$ cat src/rtl/uart_fact_pkg.sv
// Shared constants for the UART factorial calculator: controller state encoding,
// operand limit, response framing and the result byte selector.
package uart_fact_pkg;

  localparam logic [2:0] ST_IDLE    = 3'd0;
  localparam logic [2:0] ST_CHECK   = 3'd1;
  localparam logic [2:0] ST_COMPUTE = 3'd2;
  localparam logic [2:0] ST_DONE    = 3'd3;
  localparam logic [2:0] ST_SEND    = 3'd4;
  localparam logic [2:0] ST_WAIT_TX = 3'd5;

  // 13! no longer fits in 32 bits, so 12 is the largest operand we accept.
  localparam logic [7:0] MAX_N         = 8'd12;
  localparam int         RESP_BYTES    = 4;
  localparam logic [1:0] LAST_BYTE_IDX = 2'(RESP_BYTES - 1);
  localparam logic [7:0] ERR_BYTE      = 8'hEE;

  // Byte 0 is the most significant byte, matching the on-wire order.
  function automatic logic [7:0] result_byte(input logic [31:0] word, input logic [1:0] idx);
    logic [7:0] b;
    case (idx)
      2'd0:    b = word[31:24];
      2'd1:    b = word[23:16];
      2'd2:    b = word[15:8];
      default: b = word[7:0];
    endcase
    return b;
  endfunction

endpackage

$ cat src/rtl/uart_fact_ctrl_fact_engine.sv
// Iterative factorial unit: one 32x8 multiply per cycle, counting the operand down to 1.
module fact_engine (
  input  logic        clk,
  input  logic        reset,
  input  logic        start,
  input  logic [7:0]  n,
  output logic        done,
  output logic [31:0] result
);

  logic        running_q, running_d;
  logic [7:0]  cnt_q, cnt_d;
  logic [31:0] acc_q, acc_d;

  // done is raised while the counter sits at 0 or 1, so n = 0 and n = 1 finish one cycle after start.
  always_comb begin
    running_d = running_q;
    cnt_d     = cnt_q;
    acc_d     = acc_q;
    done      = running_q && (cnt_q <= 8'd1);
    if (start) begin
      running_d = 1'b1;
      cnt_d     = n;
      acc_d     = 32'd1;
    end else if (running_q) begin
      if (cnt_q <= 8'd1) begin
        running_d = 1'b0;
      end else begin
        acc_d = acc_q * {24'd0, cnt_q};
        cnt_d = cnt_q - 8'd1;
      end
    end
  end

  always_ff @(posedge clk or negedge reset) begin
    if (!reset) begin
      running_q <= 1'b0;
      cnt_q     <= 8'd0;
      acc_q     <= 32'd0;
    end else begin
      running_q <= running_d;
      cnt_q     <= cnt_d;
      acc_q     <= acc_d;
    end
  end

  assign result = acc_q;

endmodule

$ cat src/rtl/uart_fact_ctrl.sv
// Sequencer between uart_rx, the factorial engine and uart_tx: takes one operand byte,
// returns n! as four bytes MSB first, or a single error byte for operands above MAX_N.
module uart_fact_ctrl
  import uart_fact_pkg::*;
#(
  parameter int DBIT = 8
) (
  input  logic            clk,
  input  logic            reset,
  input  logic            rx_done_tick,
  input  logic [DBIT-1:0] rx_dout,
  input  logic            tx_done_tick,
  output logic            tx_start,
  output logic [DBIT-1:0] tx_din,
  output logic [31:0]     factorial_result,
  output logic            result_valid,
  output logic            busy,
  output logic            overflow_err,
  output logic            overrun_err
);

  logic [2:0]      state_q, state_d;
  logic [7:0]      n_q, n_d;
  logic [1:0]      idx_q, idx_d;
  logic [DBIT-1:0] tx_din_q, tx_din_d;
  logic [31:0]     result_q, result_d;
  logic            ovf_q, ovf_d;
  logic            ovr_q, ovr_d;
  logic            valid_q;
  logic            eng_start;
  logic            eng_done;
  logic [31:0]     eng_result;

  fact_engine u_engine (
    .clk    (clk),
    .reset  (reset),
    .start  (eng_start),
    .n      (n_q),
    .done   (eng_done),
    .result (eng_result)
  );

  // tx_din is loaded on every transition into SEND so it is already valid alongside tx_start.
  always_comb begin
    state_d   = state_q;
    n_d       = n_q;
    idx_d     = idx_q;
    tx_din_d  = tx_din_q;
    result_d  = result_q;
    ovf_d     = ovf_q;
    ovr_d     = ovr_q;
    eng_start = 1'b0;
    if (rx_done_tick && (state_q != ST_IDLE)) begin
      ovr_d = 1'b1;
    end
    case (state_q)
      ST_IDLE: begin
        if (rx_done_tick) begin
          n_d     = 8'(rx_dout);
          ovf_d   = 1'b0;
          ovr_d   = 1'b0;
          state_d = ST_CHECK;
        end
      end
      ST_CHECK: begin
        if (n_q > MAX_N) begin
          ovf_d    = 1'b1;
          tx_din_d = DBIT'(ERR_BYTE);
          state_d  = ST_SEND;
        end else begin
          eng_start = 1'b1;
          state_d   = ST_COMPUTE;
        end
      end
      ST_COMPUTE: begin
        if (eng_done) begin
          state_d = ST_DONE;
        end
      end
      ST_DONE: begin
        result_d = eng_result;
        idx_d    = 2'd0;
        tx_din_d = DBIT'(result_byte(eng_result, 2'd0));
        state_d  = ST_SEND;
      end
      ST_SEND: begin
        state_d = ST_WAIT_TX;
      end
      ST_WAIT_TX: begin
        // An overflow response is a single byte, so the error flag doubles as the length.
        if (tx_done_tick) begin
          if (ovf_q || (idx_q == LAST_BYTE_IDX)) begin
            state_d = ST_IDLE;
          end else begin
            idx_d    = idx_q + 2'd1;
            tx_din_d = DBIT'(result_byte(result_q, idx_q + 2'd1));
            state_d  = ST_SEND;
          end
        end
      end
      default: begin
        state_d = ST_IDLE;
      end
    endcase
  end

  always_ff @(posedge clk or negedge reset) begin
    if (!reset) begin
      state_q  <= ST_IDLE;
      n_q      <= 8'd0;
      idx_q    <= 2'd0;
      tx_din_q <= '0;
      result_q <= 32'd0;
      ovf_q    <= 1'b0;
      ovr_q    <= 1'b0;
      valid_q  <= 1'b0;
    end else begin
      state_q  <= state_d;
      n_q      <= n_d;
      idx_q    <= idx_d;
      tx_din_q <= tx_din_d;
      result_q <= result_d;
      ovf_q    <= ovf_d;
      ovr_q    <= ovr_d;
      valid_q  <= (state_q == ST_DONE);
    end
  end

  assign tx_start         = (state_q == ST_SEND);
  assign busy             = (state_q != ST_IDLE);
  assign tx_din           = tx_din_q;
  assign factorial_result = result_q;
  assign result_valid     = valid_q;
  assign overflow_err     = ovf_q;
  assign overrun_err      = ovr_q;

endmodule
$ cat config.mk
export PLATFORM = sky130hd
export DESIGN_NAME = uart_fact_ctrl
export DESIGN_NICKNAME = d
export VERILOG_FILES = /design/src/rtl/uart_fact_pkg.sv /design/src/rtl/uart_fact_ctrl_fact_engine.sv /design/src/rtl/uart_fact_ctrl.sv
export SDC_FILE = /design/constraint.sdc
export NUM_CORES = 1
export LEC_CHECK = 0
export ABC_AREA = 1
export CAP_MARGIN = 10
export CORE_MARGIN = 5
export CORE_UTILIZATION = 57
export DETAILED_ROUTE_END_ITERATION = 6
export DONT_BUFFER_PORTS = 1
export PLACE_DENSITY = 0.82
export SLEW_MARGIN = 10
export SYNTH_ARGS = -nofsm -noshare
export SYNTH_HDL_FRONTEND = slang
export SYNTH_SLANG_ARGS = --single-unit
$ cat constraint.sdc
create_clock -name clk -period 5.25 [get_ports clk]
set_input_delay 0.525 -clock clk [delete_from_list [all_inputs] [get_ports clk]]
set_output_delay 0.525 -clock clk [all_outputs]
set_load 0.02 [all_outputs]
---- Yosys cells after proc, flatten, opt, wreduce, memory -nomap -nowiden ----
Cells that the tools add are included.
word-level totals
  word-level logic and storage cells ...... 77
  flip-flop bits (word level) ............. 97
  output and inout port bits .............. 45
  input port bits ......................... 12
cells by class
  muxes and demuxes ....................... 31
  $mul .................................... 1
  reduce and logical (&&, ||, !) cells .... 16
  equal/unequal tests ..................... 14
  add/sub/neg operators ................... 2
  magnitude comparators ................... 2
operators with widths
  cell                                                 count
  2-to-1 mux 32 bit                                    3
  2-to-1 mux 8 bit                                     6
  one-hot mux 8 bit (3 select lines)                   2
  multiplier 32 x 8 -> 32 bit                          1
  one-hot mux 3 bit (6 select lines)                   1
  2-to-1 mux 3 bit                                     5
  inequality test 2 bit, second input constant         6
  2-to-1 mux 1 bit                                     10
  AND reduction 3 bit                                  3
  > comparator 8 x 4 -> 1 bit, second input constant   1
  <= comparator 8 x 1 -> 1 bit, second input constant  1
  subtractor 8 x 1 -> 8 bit, second input constant     1
  equality test 3 x 2 -> 1 bit, second input constant  2
  equality test 3 bit, second input constant           2
  nonzero test 2 bit                                   3
  nonzero test 3 bit                                   2
  equality test 2 bit, second input constant           2
  2-to-1 mux 2 bit                                     2
  one-hot mux 2 bit (2 select lines)                   1
  AND reduction 2 bit                                  2
  AND reduction 4 bit                                  1
  equality test 3 x 1 -> 1 bit, second input constant  1
  logical NOT 3 bit                                    1
  adder 2 x 1 -> 2 bit, second input constant          1
  5 further kinds                                      6

---- Longest topological paths before layout ----
  word-level depth ........................ 6
  depth in mapped cells ................... 26
  depth with buffers taken out ............ 23

---- Modules after synthesis ----
A second synthesis with hierarchy kept.
second synthesis, totals
  cells, all modules ...................... 1715
  area, all modules ....................... 12001.5 sq um
modules (own cells, without submodules)
  module          instances  cells each  seq. area each (sq um)  area each (sq um)
  fact_engine     1          1340        1026.0                  9198.8
  uart_fact_ctrl  1          375         1401.3                  2802.7

---- Least setup slack after synthesis ----
OpenSTA, ideal clock, no wires.
  path kind ............................... reg2reg
  start point ............................. register u_engine.cnt_q[2]
  end point ............................... register u_engine.acc_q[30] (netlist: u_engine.result[30])
  path slack .............................. 704 ps
  data required time ...................... 5133 ps
  arrival ................................. 4428 ps
  path buffers ............................ 3
  library setup time ...................... 117 ps
  cell stages (with the launch flop) ...... 21
  period minus slack after synthesis ...... 4546 ps
  path through ............................ dfrtp_1 > clkbuf_1 > clkbuf_1 > buf_1 > nand2_1 > fa_1 > fa_1 > inv_1 > fa_1 > inv_1 > fa_1 > inv_1 > ha_1 > a21oi_1 > o21ai_0 > nand2_1 > nand3b_1 > nand2_1 > nand3_1 > nand3_1 > nand2_1
between the ends
  cells in the longest elaborated chain, start to end .. 4
  elaborated cells between the ends (all ways) .. 7
  those cells by class .................... mul (1); order compare (1); eq/ne (1); mux (3); reduce/logical (1)
ends and longest elaborated chain
  element                      RTL line                          text
  start, declared              uart_fact_ctrl_fact_engine.sv:12  logic [7:0] cnt_q, cnt_d;
  start signal, assigned       uart_fact_ctrl_fact_engine.sv:42  cnt_q <= cnt_d;
  multiplier 32 x 8 -> 32 bit  uart_fact_ctrl_fact_engine.sv:29  acc_d = acc_q * {24'd0, cnt_q};
  2-to-1 mux 32 bit            uart_fact_ctrl_fact_engine.sv:26  if (cnt_q <= 8'd1) begin
  2-to-1 mux 32 bit            uart_fact_ctrl_fact_engine.sv:25  end else if (running_q) begin
  2-to-1 mux 32 bit            uart_fact_ctrl_fact_engine.sv:21  if (start) begin
  end signal, assigned         uart_fact_ctrl_fact_engine.sv:39  acc_q <= 32'd0;
  end signal, assigned         uart_fact_ctrl_fact_engine.sv:43  acc_q <= acc_d;
  end, declared                uart_fact_ctrl_fact_engine.sv:13  logic [31:0] acc_q, acc_d;
Parallel ways exist; a longest one is shown, timed or not. The select of a mux whose other input is x is not followed.
A chain may end at the register's enable or synchronous reset.

---- Final worst setup path ----
  start point ............................. register u_engine.cnt_q[3]
  end point ............................... register u_engine.acc_q[31] (netlist: u_engine.result[31])
Same word-level chain as after synthesis.

==> flow_summary.yaml <==
run_status:
  run_status: "complete, no violations"
synth:
  synth.most_common_cell: "sky130_fd_sc_hd__nand2_1"
  post_syn_area_um2: 11800
  syn_inst: 1634
  synth.ff_latch_count: 97
  synthTopCellsByArea: "sky130_fd_sc_hd__fa_1 (26%), sky130_fd_sc_hd__dfrtp_1 (21%), sky130_fd_sc_hd__nand2_1 (17%)"
  synth_enable_flop_cells: 0
  avgSynthCellArea_um2: 7.22
  synth.yosys.warnings: 0
  post-synth-top-area-cell: "sky130_fd_sc_hd__fa_1"
  postSynthNetCount: 1849
  synth.cells.most_frequent: "sky130_fd_sc_hd__nand2_1 (541), sky130_fd_sc_hd__inv_1 (401), sky130_fd_sc_hd__fa_1 (156)"
  synth_ff_type: "sky130_fd_sc_hd__dfrtp_1"
  synth_cell_types: 48
  async_reset_ff_frac: 1.00
  yosysTopAreaCellShare: 0.265
  synth_seq_area_share: 0.206
worst_setup_path:
  setup.worst_path.end_class: "register"
  worstSetupPathType: "reg2reg"
  r2r_cells: 20
  reg2reg_to: "u_engine.result[31]$_DFFE_PN0P_"
  worst-endpoint-required_ns: 5.50
  critical_path.max_fanout: 23
  r2r_slack_ns: 0.45
  r2r_start: "u_engine.cnt_q[3]$_DFFE_PN0P_"
  critical_path.startpoint_type: "register"
  crit_path_start: "u_engine.cnt_q[3]$_DFFE_PN0P_"
  worst_ep_arrival_time_ns: 5.05
  critPathCapture: "u_engine.result[31]$_DFFE_PN0P_"
routing:
  antenna_left: 0
  drt-total-wl_mm: 29.7
  via_per_inst: 5.44
  drt_pass1_iterations: 5
  vias: 10100
  drtIter0Drc: 906
  remaining_drc_errors: 0
  wl_per_cell_um: 15.9
global_routing:
  antenna_found_initial: 0
  grt_pass1_wl_mm: 50.7
  grtUsageTotal: 0.262
  grt_max_degree: 98
  grt_pass1_vias: 10500
  grt_remaining_overflow: 0
hold_path:
  timing.hold.worst.class: "in2async"
floorplanning:
  core_area_um2: 20300
  floorplan.initialDensity: 0.581
  io-pin-count: 57
  die_footprint_um2: 23700
  die-height_um: 154
  chipWidth_um: 154
  std_cell_rows: 52
cts:
  clkLatencyLatePin_ns: 0.36
  clkSinkCount: 97
  clkTransAtPathRegs_ns: 0.07
  h_tree_depth_reported_by_cts: 3
  cts_tree: "done"
  cts_inserted_buffers: 9
  ctsLongestPathBuffers: 2
  cts_resized: 0
  clock-root-buffer: "sky130_fd_sc_hd__clkbuf_16"
timing:
  finalHoldViolCount: 0
  max_freq_mhz: 208
  tightest_slew_ns: 1.16
  report.final.slew_viol_count: 0
  fin_skew_ns: 0.00907
  timing.slew.headroom: 0.225
  rsz0062_at_grt: "no"
  setup_viol_count_final: 0
  fin_tns_setup_ns: 0
  finalCriticalPeriod_ns: 4.80
  finalCritPeriodShare: 0.914
layout:
  multiInputGateArea_um2: 7510
  layout-drive-gt1-share: 0.0321
  n_fill_cell: 1706
  layout_stage_area_growth_over_the_synthesis_result_pct: 3.98
  sequential_cell_area_um2: 2430
  final_nets: 1801
  n_antenna_cell: 0
run:
  drv_cap: 0
placement:
  numPortBuffers: 0
  post_dp_hpwl_mm: 23.4
  final_wtd_congestion: 0.936
-- worst max-delay path: stages, from the launching register on --
cell	delay, ns
sky130_fd_sc_hd__dfrtp_1	0.55
sky130_fd_sc_hd__buf_4	0.35
sky130_fd_sc_hd__nand2_1	0.10
sky130_fd_sc_hd__inv_1	0.10
sky130_fd_sc_hd__fa_1	0.45
sky130_fd_sc_hd__fa_1	0.51
sky130_fd_sc_hd__fa_1	0.54
sky130_fd_sc_hd__inv_1	0.06
sky130_fd_sc_hd__fa_1	0.49
sky130_fd_sc_hd__inv_1	0.05
sky130_fd_sc_hd__ha_1	0.34
sky130_fd_sc_hd__nand2_1	0.09
sky130_fd_sc_hd__nand2_1	0.07
sky130_fd_sc_hd__a21oi_1	0.21
sky130_fd_sc_hd__nand3_1	0.23
sky130_fd_sc_hd__nand2_1	0.15
sky130_fd_sc_hd__inv_1	0.05
sky130_fd_sc_hd__nor2_1	0.12
sky130_fd_sc_hd__nand3_1	0.08
sky130_fd_sc_hd__nand3_1	0.09
sky130_fd_sc_hd__nand2_1	0.06
-- cell families (layout without fill, tap and decap cells) --
kind of cell,count (synthesis),in the layout,synth area share
AOI/OAI and AO/OA,141,141,0.0712
xor gates and xnor gates,11,11,0.00817
adders and majority gates,203,203,0.315
buffers and inverters,476,433,0.157
DFF,97,97,0.206
and+or+nand+nor,706,706,0.243
-- metrics by stage --
step / setup slack (ns) / hold slack [ns] / instance area, um^2 / util / instances
after floorplan: 0.704 / 0.229 / 11800 / - / 1634
after global placement: 0.674 / 0.232 / 11900 / 0.586 / 1843
after detailed placement: 0.542 / 0.232 / 11900 / 0.586 / 1843
after CTS: 0.512 / 0.106 / 12200 / 0.603 / 1860
after global routing: 0.182 / 0.138 / 12300 / 0.604 / 1861
final: 0.449 / 0.0911 / 12300 / 0.604 / 1861
-- metal layers --
metal | GRT usage | routed length [um]
met1 | 0.344 | 11700
met2 | 0.422 | 13700
met3 | 0.0627 | 3260
met4 | 0.106 | 976
met5 | 0 | 0
-- layout by cell type (no fill, tap or decap), drive strengths merged, types with 2 or more instances in the layout --
master / Yosys / layout
nand2: 547 / 547
inv: 404 / 406
fa: 156 / 156
dfrtp: 97 / 97
nor2: 74 / 74
o21ai: 60 / 60
nand3: 57 / 57
ha: 47 / 47
a21oi: 42 / 42
buf: 32 / 12
nor3: 11 / 11
clkbuf: 39 / 10
nand4: 9 / 9
a41oi: 6 / 6
xnor2: 6 / 6
o21bai: 6 / 6
o221ai: 5 / 5
xor2: 5 / 5
o22ai: 5 / 5
a22o: 5 / 5
a31oi: 5 / 5
clkinv: 1 / 2
o211ai: 2 / 2
and2: 2 / 2
a21o: 2 / 2
nor3b: 2 / 2
nand3b: 2 / 2
clkinvlp: 0 / 2
or2: 2 / 2
-- layout make-up --
class / count / area share
Multi-Input combinational cell: 1061 / 0.613
Sequential cell: 97 / 0.198
Clock inverter: 6 / 0.00602
Inverter: 405 / 0.125
Tap cell: 270 / 0.0276
Timing Repair Buffer: 12 / 0.0116
Clock buffer: 10 / 0.0195
-- how the worst min path moves through the flow --
stage / from / slack, ns / cells past startpoint / endpoint
3_5_place_dp: reset / 0.23 / 0 / asynchronous set/reset pin
2_1_floorplan: reset / 0.23 / 0 / asynchronous set/reset pin
3_3_place_gp: reset / 0.23 / 0 / overflow_err$_DFFE_PN0P_
4_1_cts: reset / 0.11 / 1 / overflow_err$_DFFE_PN0P_
6_report: reset / 0.09 / 1 / state_q[0]$_DFFE_PN0P_
5_1_grt: reset / 0.14 / 1 / state_q[0]$_DFFE_PN0P_
-- registers in the layout, indices dropped and copies added, names as in the netlist, 2 cells and up, named ones only --
name,flops
u_engine.result,32
idx_q,2
n_q,8
u_engine.cnt_q,8
state_q,3
factorial_result,32
tx_din,8
-- what timing repair did --
action | in CTS | in global routing
buffers inserted | 0 | 0
hold buffers | 1 | 0
setup endpoints to repair | 0 | 0
endpoints found under the hold margin | 97 | 0
Power is left out: the tool's default activity adds up to more than one toggle a clock period on the data nets, which glitch-free logic cannot reach.
